`src/rtl/servo_ramp_sequencer_pkg.sv`:
```
// Shared definitions for the servo ramp sequencer: register offsets, CTRL bit positions,
// FSM state encoding and the single-LSB step helper.
package servo_ramp_sequencer_pkg;

  // Register offsets relative to BASE_ADDRESS
  localparam logic [1:0] OffCtrl   = 2'd0;
  localparam logic [1:0] OffTarget = 2'd1;
  localparam logic [1:0] OffRate   = 2'd2;
  localparam logic [1:0] OffPos    = 2'd3;

  // CTRL write bits
  localparam int unsigned CtrlGoBit    = 0;
  localparam int unsigned CtrlAbortBit = 1;

  typedef enum logic [0:0] {
    StIdle = 1'b0,
    StRamp = 1'b1
  } state_e;

  // One LSB toward tgt; callers only use it when pos != tgt, so it never wraps.
  function automatic logic [7:0] step_toward(input logic [7:0] pos, input logic [7:0] tgt);
    return (tgt > pos) ? (pos + 8'd1) : (pos - 8'd1);
  endfunction

endpackage

```
`src/rtl/servo_ramp_sequencer_if.sv`:
```
// Shared CPU I/O bus used by the servo ramp sequencer.
//   din     : write data (master -> slave)
//   address : register address (master -> slave)
//   w_en    : 1-cycle write strobe
//   r_en    : 1-cycle read strobe
//   dout    : registered read data (slave -> master), valid the cycle after r_en
interface servo_ramp_sequencer_if;
  logic [7:0] din;
  logic [7:0] address;
  logic       w_en;
  logic       r_en;
  logic [7:0] dout;

  modport master (output din, output address, output w_en, output r_en, input dout);
  modport slave  (input din, input address, input w_en, input r_en, output dout);
endinterface

```
`src/rtl/servo_tick_gen.sv`:
```
// Free-running timebase: a prescaler counts 0..CLK_FREQ/TICK_HZ-1 and tick is high for the
// single cycle in which it sits at its terminal count.
//   clk  : system clock
//   rst  : synchronous active-high reset (prescaler to 0)
//   tick : one-cycle pulse at TICK_HZ
module servo_tick_gen #(
  parameter int unsigned CLK_FREQ = 16000000,
  parameter int unsigned TICK_HZ  = 1000
) (
  input  logic clk,
  input  logic rst,
  output logic tick
);

  localparam int unsigned TickDiv = CLK_FREQ / TICK_HZ;
  localparam int unsigned CntW    = (TickDiv > 1) ? $clog2(TickDiv) : 1;
  localparam logic [CntW-1:0] CntMax = CntW'(TickDiv - 1);

  logic [CntW-1:0] cnt_q, cnt_d;

  always_comb begin
    cnt_d = (cnt_q == CntMax) ? '0 : cnt_q + CntW'(1);
    tick  = (cnt_q == CntMax);
  end

  always_ff @(posedge clk) begin
    if (rst) begin
      cnt_q <= '0;
    end else begin
      cnt_q <= cnt_d;
    end
  end

endmodule

```
`src/rtl/servo_ramp_sequencer.sv`:
```
// Bus-mapped motion controller in front of the servo PWM peripheral. The CPU writes a target
// and a rate (ms per LSB); the block walks pos_out one LSB per rate ticks toward the target,
// pulsing pos_we on every change.
//   clk     : system clock
//   rst     : synchronous active-high reset
//   bus     : register bus (slave side): CTRL +0, TARGET +1, RATE +2, POS +3
//   pos_out : current commanded position
//   pos_we  : 1-cycle pulse whenever pos_out changes
//   busy    : high while ramping
module servo_ramp_sequencer
  import servo_ramp_sequencer_pkg::*;
#(
  parameter logic [7:0]  BASE_ADDRESS = 8'h00,
  parameter int unsigned CLK_FREQ     = 16000000
) (
  input  logic                          clk,
  input  logic                          rst,
  servo_ramp_sequencer_if.slave         bus,
  output logic [7:0]                    pos_out,
  output logic                          pos_we,
  output logic                          busy
);

  logic tick;

  servo_tick_gen #(
    .CLK_FREQ (CLK_FREQ),
    .TICK_HZ  (1000)
  ) u_tick (
    .clk  (clk),
    .rst  (rst),
    .tick (tick)
  );

  state_e     state_q, state_d;
  logic [7:0] pos_q, pos_d;
  logic [7:0] target_q, target_d;
  logic [7:0] rate_q, rate_d;
  logic [7:0] cnt_q, cnt_d;
  logic [7:0] dout_q, dout_d;
  logic       done_q, done_d;
  logic       busy_q, busy_d;
  logic       pos_we_q, pos_we_d;

  logic [7:0] offset;
  logic       hit;
  logic [1:0] sel;
  logic       wr_ctrl, wr_target, wr_rate, wr_pos, rd_ctrl;
  logic       go, abort;
  logic [8:0] cnt_inc;
  logic [7:0] next_pos;

  always_comb begin
    offset    = bus.address - BASE_ADDRESS;
    hit       = (offset < 8'd4);
    sel       = offset[1:0];
    wr_ctrl   = bus.w_en && hit && (sel == OffCtrl);
    wr_target = bus.w_en && hit && (sel == OffTarget);
    wr_rate   = bus.w_en && hit && (sel == OffRate);
    wr_pos    = bus.w_en && hit && (sel == OffPos);
    rd_ctrl   = bus.r_en && hit && (sel == OffCtrl);
    // ABORT wins over GO when both are written together
    abort     = wr_ctrl && bus.din[CtrlAbortBit];
    go        = wr_ctrl && bus.din[CtrlGoBit] && !bus.din[CtrlAbortBit];
    cnt_inc   = {1'b0, cnt_q} + 9'd1;
    next_pos  = step_toward(pos_q, target_q);
  end

  always_comb begin
    state_d  = state_q;
    pos_d    = pos_q;
    target_d = target_q;
    rate_d   = rate_q;
    cnt_d    = cnt_q;
    dout_d   = dout_q;
    done_d   = done_q;
    pos_we_d = 1'b0;

    if (bus.r_en) begin
      if (!hit) begin
        dout_d = '0;
      end else begin
        unique case (sel)
          OffCtrl:   dout_d = {6'b0, done_q, busy_q};
          OffTarget: dout_d = target_q;
          OffRate:   dout_d = rate_q;
          OffPos:    dout_d = pos_q;
        endcase
      end
    end
    // Read-clear first so any FSM set below takes priority
    if (rd_ctrl) done_d = 1'b0;

    if (wr_target) target_d = bus.din;
    if (wr_rate)   rate_d   = bus.din;

    unique case (state_q)
      StIdle: begin
        if (go) begin
          if (pos_q == target_q) begin
            done_d = 1'b1;
          end else begin
            state_d = StRamp;
            done_d  = 1'b0;
            cnt_d   = '0;
          end
        end
        if (wr_pos) begin
          pos_d    = bus.din;
          pos_we_d = 1'b1;
        end
      end
      StRamp: begin
        if (abort) begin
          state_d = StIdle;
        end else if ((wr_target && (bus.din == pos_q)) || (pos_q == target_q)) begin
          state_d = StIdle;
          done_d  = 1'b1;
        end else if (rate_q == 8'd0) begin
          pos_d    = target_q;
          pos_we_d = 1'b1;
          state_d  = StIdle;
          done_d   = 1'b1;
        end else if (tick) begin
          // >= so a RATE lowered below the running count steps on the next tick
          if (cnt_inc >= {1'b0, rate_q}) begin
            cnt_d    = '0;
            pos_d    = next_pos;
            pos_we_d = 1'b1;
            if (next_pos == target_q) begin
              state_d = StIdle;
              done_d  = 1'b1;
            end
          end else begin
            cnt_d = cnt_inc[7:0];
          end
        end
      end
      default: state_d = StIdle;
    endcase

    busy_d = (state_d == StRamp);
  end

  always_ff @(posedge clk) begin
    if (rst) begin
      state_q  <= StIdle;
      pos_q    <= '0;
      target_q <= '0;
      rate_q   <= '0;
      cnt_q    <= '0;
      dout_q   <= '0;
      done_q   <= 1'b0;
      busy_q   <= 1'b0;
      pos_we_q <= 1'b0;
    end else begin
      state_q  <= state_d;
      pos_q    <= pos_d;
      target_q <= target_d;
      rate_q   <= rate_d;
      cnt_q    <= cnt_d;
      dout_q   <= dout_d;
      done_q   <= done_d;
      busy_q   <= busy_d;
      pos_we_q <= pos_we_d;
    end
  end

  assign bus.dout = dout_q;
  assign pos_out  = pos_q;
  assign pos_we   = pos_we_q;
  assign busy     = busy_q;

endmodule

```
`src/flat_wrapper.sv`:
```
// flat-port wrapper written by rule: the top's interface ports become plain ports
module servo_ramp_sequencer_flat import servo_ramp_sequencer_pkg::*;
#(
  parameter logic [7:0]  BASE_ADDRESS = 8'h00,
  parameter int unsigned CLK_FREQ     = 16000000
)
  (clk, rst, pos_out, pos_we, busy, bus_din, bus_address, bus_w_en, bus_r_en, bus_dout);
  servo_ramp_sequencer_if bus_i ();
  input  logic clk;
  input  logic rst;
  output logic [7:0] pos_out;
  output logic pos_we;
  output logic busy;
  input wire logic [$bits(bus_i.din)-1:0] bus_din;
  input wire logic [$bits(bus_i.address)-1:0] bus_address;
  input wire logic [$bits(bus_i.w_en)-1:0] bus_w_en;
  input wire logic [$bits(bus_i.r_en)-1:0] bus_r_en;
  output wire logic [$bits(bus_i.dout)-1:0] bus_dout;
  assign bus_i.din = bus_din;
  assign bus_i.address = bus_address;
  assign bus_i.w_en = bus_w_en;
  assign bus_i.r_en = bus_r_en;
  assign bus_dout = bus_i.dout;
  servo_ramp_sequencer #(.BASE_ADDRESS(BASE_ADDRESS), .CLK_FREQ(CLK_FREQ)) u_core (.clk(clk), .rst(rst), .bus(bus_i), .pos_out(pos_out), .pos_we(pos_we), .busy(busy));
endmodule
```
`config.mk`:
```
export PLATFORM = sky130hd
export DESIGN_NAME = servo_ramp_sequencer_flat
export DESIGN_NICKNAME = d
export VERILOG_FILES = /design/src/rtl/servo_ramp_sequencer_pkg.sv /design/src/rtl/servo_ramp_sequencer_if.sv /design/src/rtl/servo_tick_gen.sv /design/src/rtl/servo_ramp_sequencer.sv /design/src/flat_wrapper.sv
export SDC_FILE = /design/constraint.sdc
export NUM_CORES = 1
export LEC_CHECK = 0
export BUFFER_PORTS_ARGS = -buffer_cell sky130_fd_sc_hd__buf_4
export CORE_AREA = 5 5 91 93
export CTS_BUF_LIST = sky130_fd_sc_hd__clkbuf_4 sky130_fd_sc_hd__clkbuf_8 sky130_fd_sc_hd__clkbuf_16
export DETAILED_ROUTE_END_ITERATION = 10
export DIE_AREA = 0 0 96 98
export GPL_ROUTABILITY_DRIVEN = 0
export PLACE_DENSITY_LB_ADDON = 0.05
export SLEW_MARGIN = 20
export SYNTH_ARGS = -nofsm -noshare
export SYNTH_HDL_FRONTEND = slang
export SYNTH_SLANG_ARGS = --single-unit
export TNS_END_PERCENT = 50
```
`constraint.sdc`:
```
create_clock -name clk -period 7.3 [get_ports clk]
set_input_delay 1.825 -clock clk [delete_from_list [all_inputs] [get_ports clk]]
set_output_delay 1.825 -clock clk [all_outputs]
set_load 0.01 [all_outputs]
```
==> impl_metrics.json <==
{
  "status": "completed",
  "r2r_slack_ns": 3.40,
  "crit_start": "u_core.pos_out[5]",
  "ctsHoldBuffers": 0,
  "n_fill_cell": 720,
  "comb_power_share": 0.061,
  "pin_count": 38,
  "syn_nets": 543,
  "die_w_um": 96,
  "fin_util": 0.595,
  "worst-setup-path-type": "reg2reg",
  "seqCellArea_um2": 1140,
  "cts_buffers": 9,
  "grt_max_degree": 49,
  "placed_area_um2": 4230,
  "cts.sinks": 57,
  "crit_path_end": "u_core.done_q",
  "crit_arrival_ns": 4.12,
  "end_kind": "flop",
  "swShare": 0.228,
  "antenna_found_initial": 0,
  "maxSlewHeadroom": 0.539,
  "finalInstanceArea_um2": 4430,
  "drv_slew": 0,
  "crit_fanout": 6,
  "finalHoldViolations": 0,
  "skew_ns": 0.00631,
  "dp_cells": 615,
  "clock_power_share": 0.458,
  "synthFlopType": "dfxtp_1",
  "wl_um": 10300,
  "cp.buffers_inverters": 2,
  "critPathLaunchType": "flop",
  "die_h_um": 98,
  "required_ns": 7.53,
  "r2r_cells": 13,
  "cp_slowest_cell": "o41ai_2",
  "synthDominantCellAreaShare": 0.291,
  "setup_ws_ns": 3.40,
  "routedWlPerCell_um": 16.4,
  "ctsRootBufferMaster": "clkbuf_8",
  "power_uw": 654,
  "h-tree-depth": 3,
  "hold_slack_ns": 0.466,
  "worst_pin_slew_ns": 0.675,
  "dpl_worst_slack_ns": 3.29,
  "grt_pass1_vias": 3356,
  "cts_buffer_depth": 2,
  "cts_tree": "built",
  "ctsResizeCount": 0,
  "start_util": 0.527,
  "drv_cap": 0,
  "coreArea_um2": 7450,
  "drc": 0,
  "period_share": 0.534,
  "p_int_uw": 505,
  "dieArea_um2": 9410,
  "ys_seq_elements": 57,
  "cp_top_family": "compound AO/OA/AOI/OAI gates",
  "fin_tns_setup_ns": 0,
  "synth_common_cells": "nand2_1, nor2_1, dfxtp_1, a21oi_1, o21ai_0",
  "leakagePower_nw": 1.71,
  "fin_crit_ns": 3.90,
  "synthTopCellsByArea": "dfxtp_1, ha_1, nand2_1, nor2_1, a21oi_1",
  "via_per_inst": 5.65,
  "r2r_end": "u_core.done_q",
  "clk_pin_slew_worst_paths_ns": 0.07,
  "antenna_cells": 0,
  "port_buffers": 37,
  "hold_class": "reg2reg",
  "drive_gt1_frac": 0.142,
  "vias": 3561,
  "max_freq_mhz": 257,
  "power_density_nw_per_um2": 148,
  "rsz0062_at_grt": "no",
  "slowest_delay_ns": 0.52,
  "postRouteAntennaNets": 0,
  "clk_latency_ns": 0.34,
  "avgSynthCellArea_um2": 7.89,
  "setup_violations": 0,
  "synth-warning-count": 0,
  "yosysMostFrequentCell": "nand2_1",
  "num_rows": 32,
  "path_depth": 13,
  "reg2reg_from": "u_core.pos_out[5]",
  "dp_hpwl_um": 7780,
  "synth_top_area_cell": "dfxtp_1",
  "synth-seq-area-share": 0.291,
  "ys_types": 62,
  "first_pass_iters": 4,
  "power_switching_uw": 149,
  "synthCells": 498,
  "synth_edf_count": 0,
  "synth_async_sr_flop_share": 0,
  "postCtsSetupBuffers": 0,
  "multi_input_area_um2": 2590,
  "nets": 569,
  "grt_overflow": 0,
  "seqPwrFrac": 0.480,
  "cp_cell_sequence": "inv_1 -> ha_1 -> a211o_1 -> o211ai_1 -> nor2b_1 -> a21oi_1 -> inv_1 -> ha_1 -> a21oi_1 -> o211ai_1 -> o41ai_2 -> xnor3_1 -> a211o_1",
  "drtIter0Drc": 145,
  "grt_usage": 0.228,
  "irDropWorstVdd_v": 0.000106,
  "grt_pass1_wl_um": 16900,
  "stdcell_count": 630,
  "netlist_area_um2": 3930,
  "area_growth_pct": 12.9
}
## state kept, by name (all words and copies together) (netlist names)
signal,cells
u_core.bus.dout,8
u_core.u_tick.cnt_q,14
u_core.pos_out,8
u_core.rate_q,8
u_core.state_q,1
u_core.pos_we,1
u_core.cnt_q,8
u_core.target_q,8
u_core.done_q,1
## worst min-delay path by stage
| stage | endpoint | cells after the start | start |
|---|---|---|---|
| after floorplan | u_core.u_tick.cnt_q[0] | 1 | u_core.u_tick.cnt_q[0] |
| after global placement | u_core.u_tick.cnt_q[0] | 1 | u_core.u_tick.cnt_q[0] |
| after detailed placement | u_core.u_tick.cnt_q[0] | 1 | u_core.u_tick.cnt_q[0] |
| after CTS | u_core.u_tick.cnt_q[0] | 1 | u_core.u_tick.cnt_q[0] |
| after global routing | u_core.cnt_q[1] | 2 | u_core.cnt_q[1] |
| final | u_core.u_tick.cnt_q[0] | 1 | u_core.u_tick.cnt_q[0] |
## layout make-up
class | count | area share
inverters | 23 | 0.0195
well taps | 102 | 0.0288
repair buffers | 38 | 0.0644
clock inverters | 3 | 0.00903
multi-input cells | 395 | 0.585
flip-flops and latches | 57 | 0.257
clock buffers | 12 | 0.0358
## cells in the final DEF, fill, tap and decap left out, types with 3 or more instances in the layout
cell type	count
nand4_1	7
nand3_1	15
a21oi_1	46
buf_4	38
xnor2_1	15
dfxtp_1	57
a22o_1	6
o211ai_1	3
a31oi_1	4
nor2_1	65
nor2b_1	13
mux2i_1	6
clkbuf_8	11
a211o_1	3
and3_1	6
nor4_1	4
a311o_1	4
nor3_1	7
inv_1	22
nand3b_1	3
nand2_1	69
a211oi_1	8
o21ai_0	25
xor2_1	18
ha_1	24
## routing by layer
metal  track usage  up-vias  part of all wire
met2         0.371      108              0.49
met5             0        -                 0
met4        0.0394        0            0.0094
met3        0.0555       12             0.053
li1              -     1801                 -
met1         0.308     1640              0.45
## cell families after synthesis
kind of cell             count (synthesis)  synth area share
flip-flops                              57             0.291
adder cells (fa/ha/maj)                 25            0.0816
multiplexers                             8            0.0268
XOR/XNOR                                35            0.0851
buffers and inverters                   46            0.0491
AND/OR/NAND/NOR                        211             0.265
AO/OA/AOI/OAI                          116             0.202
## power by group through the flow
stage / Clock [mW] / Combinational [mW] / Sequential [mW]
finish: 0.300 / 0.0402 / 0.314
CTS: 0.307 / 0.0403 / 0.314
detailed placement: 0 / 0.0401 / 0.321
global route: 0.324 / 0.0447 / 0.314
global placement: 0 / 0.0398 / 0.321
floorplan: 0 / 0.0236 / 0.321
Note: power is estimated with default switching activity, not from simulation.
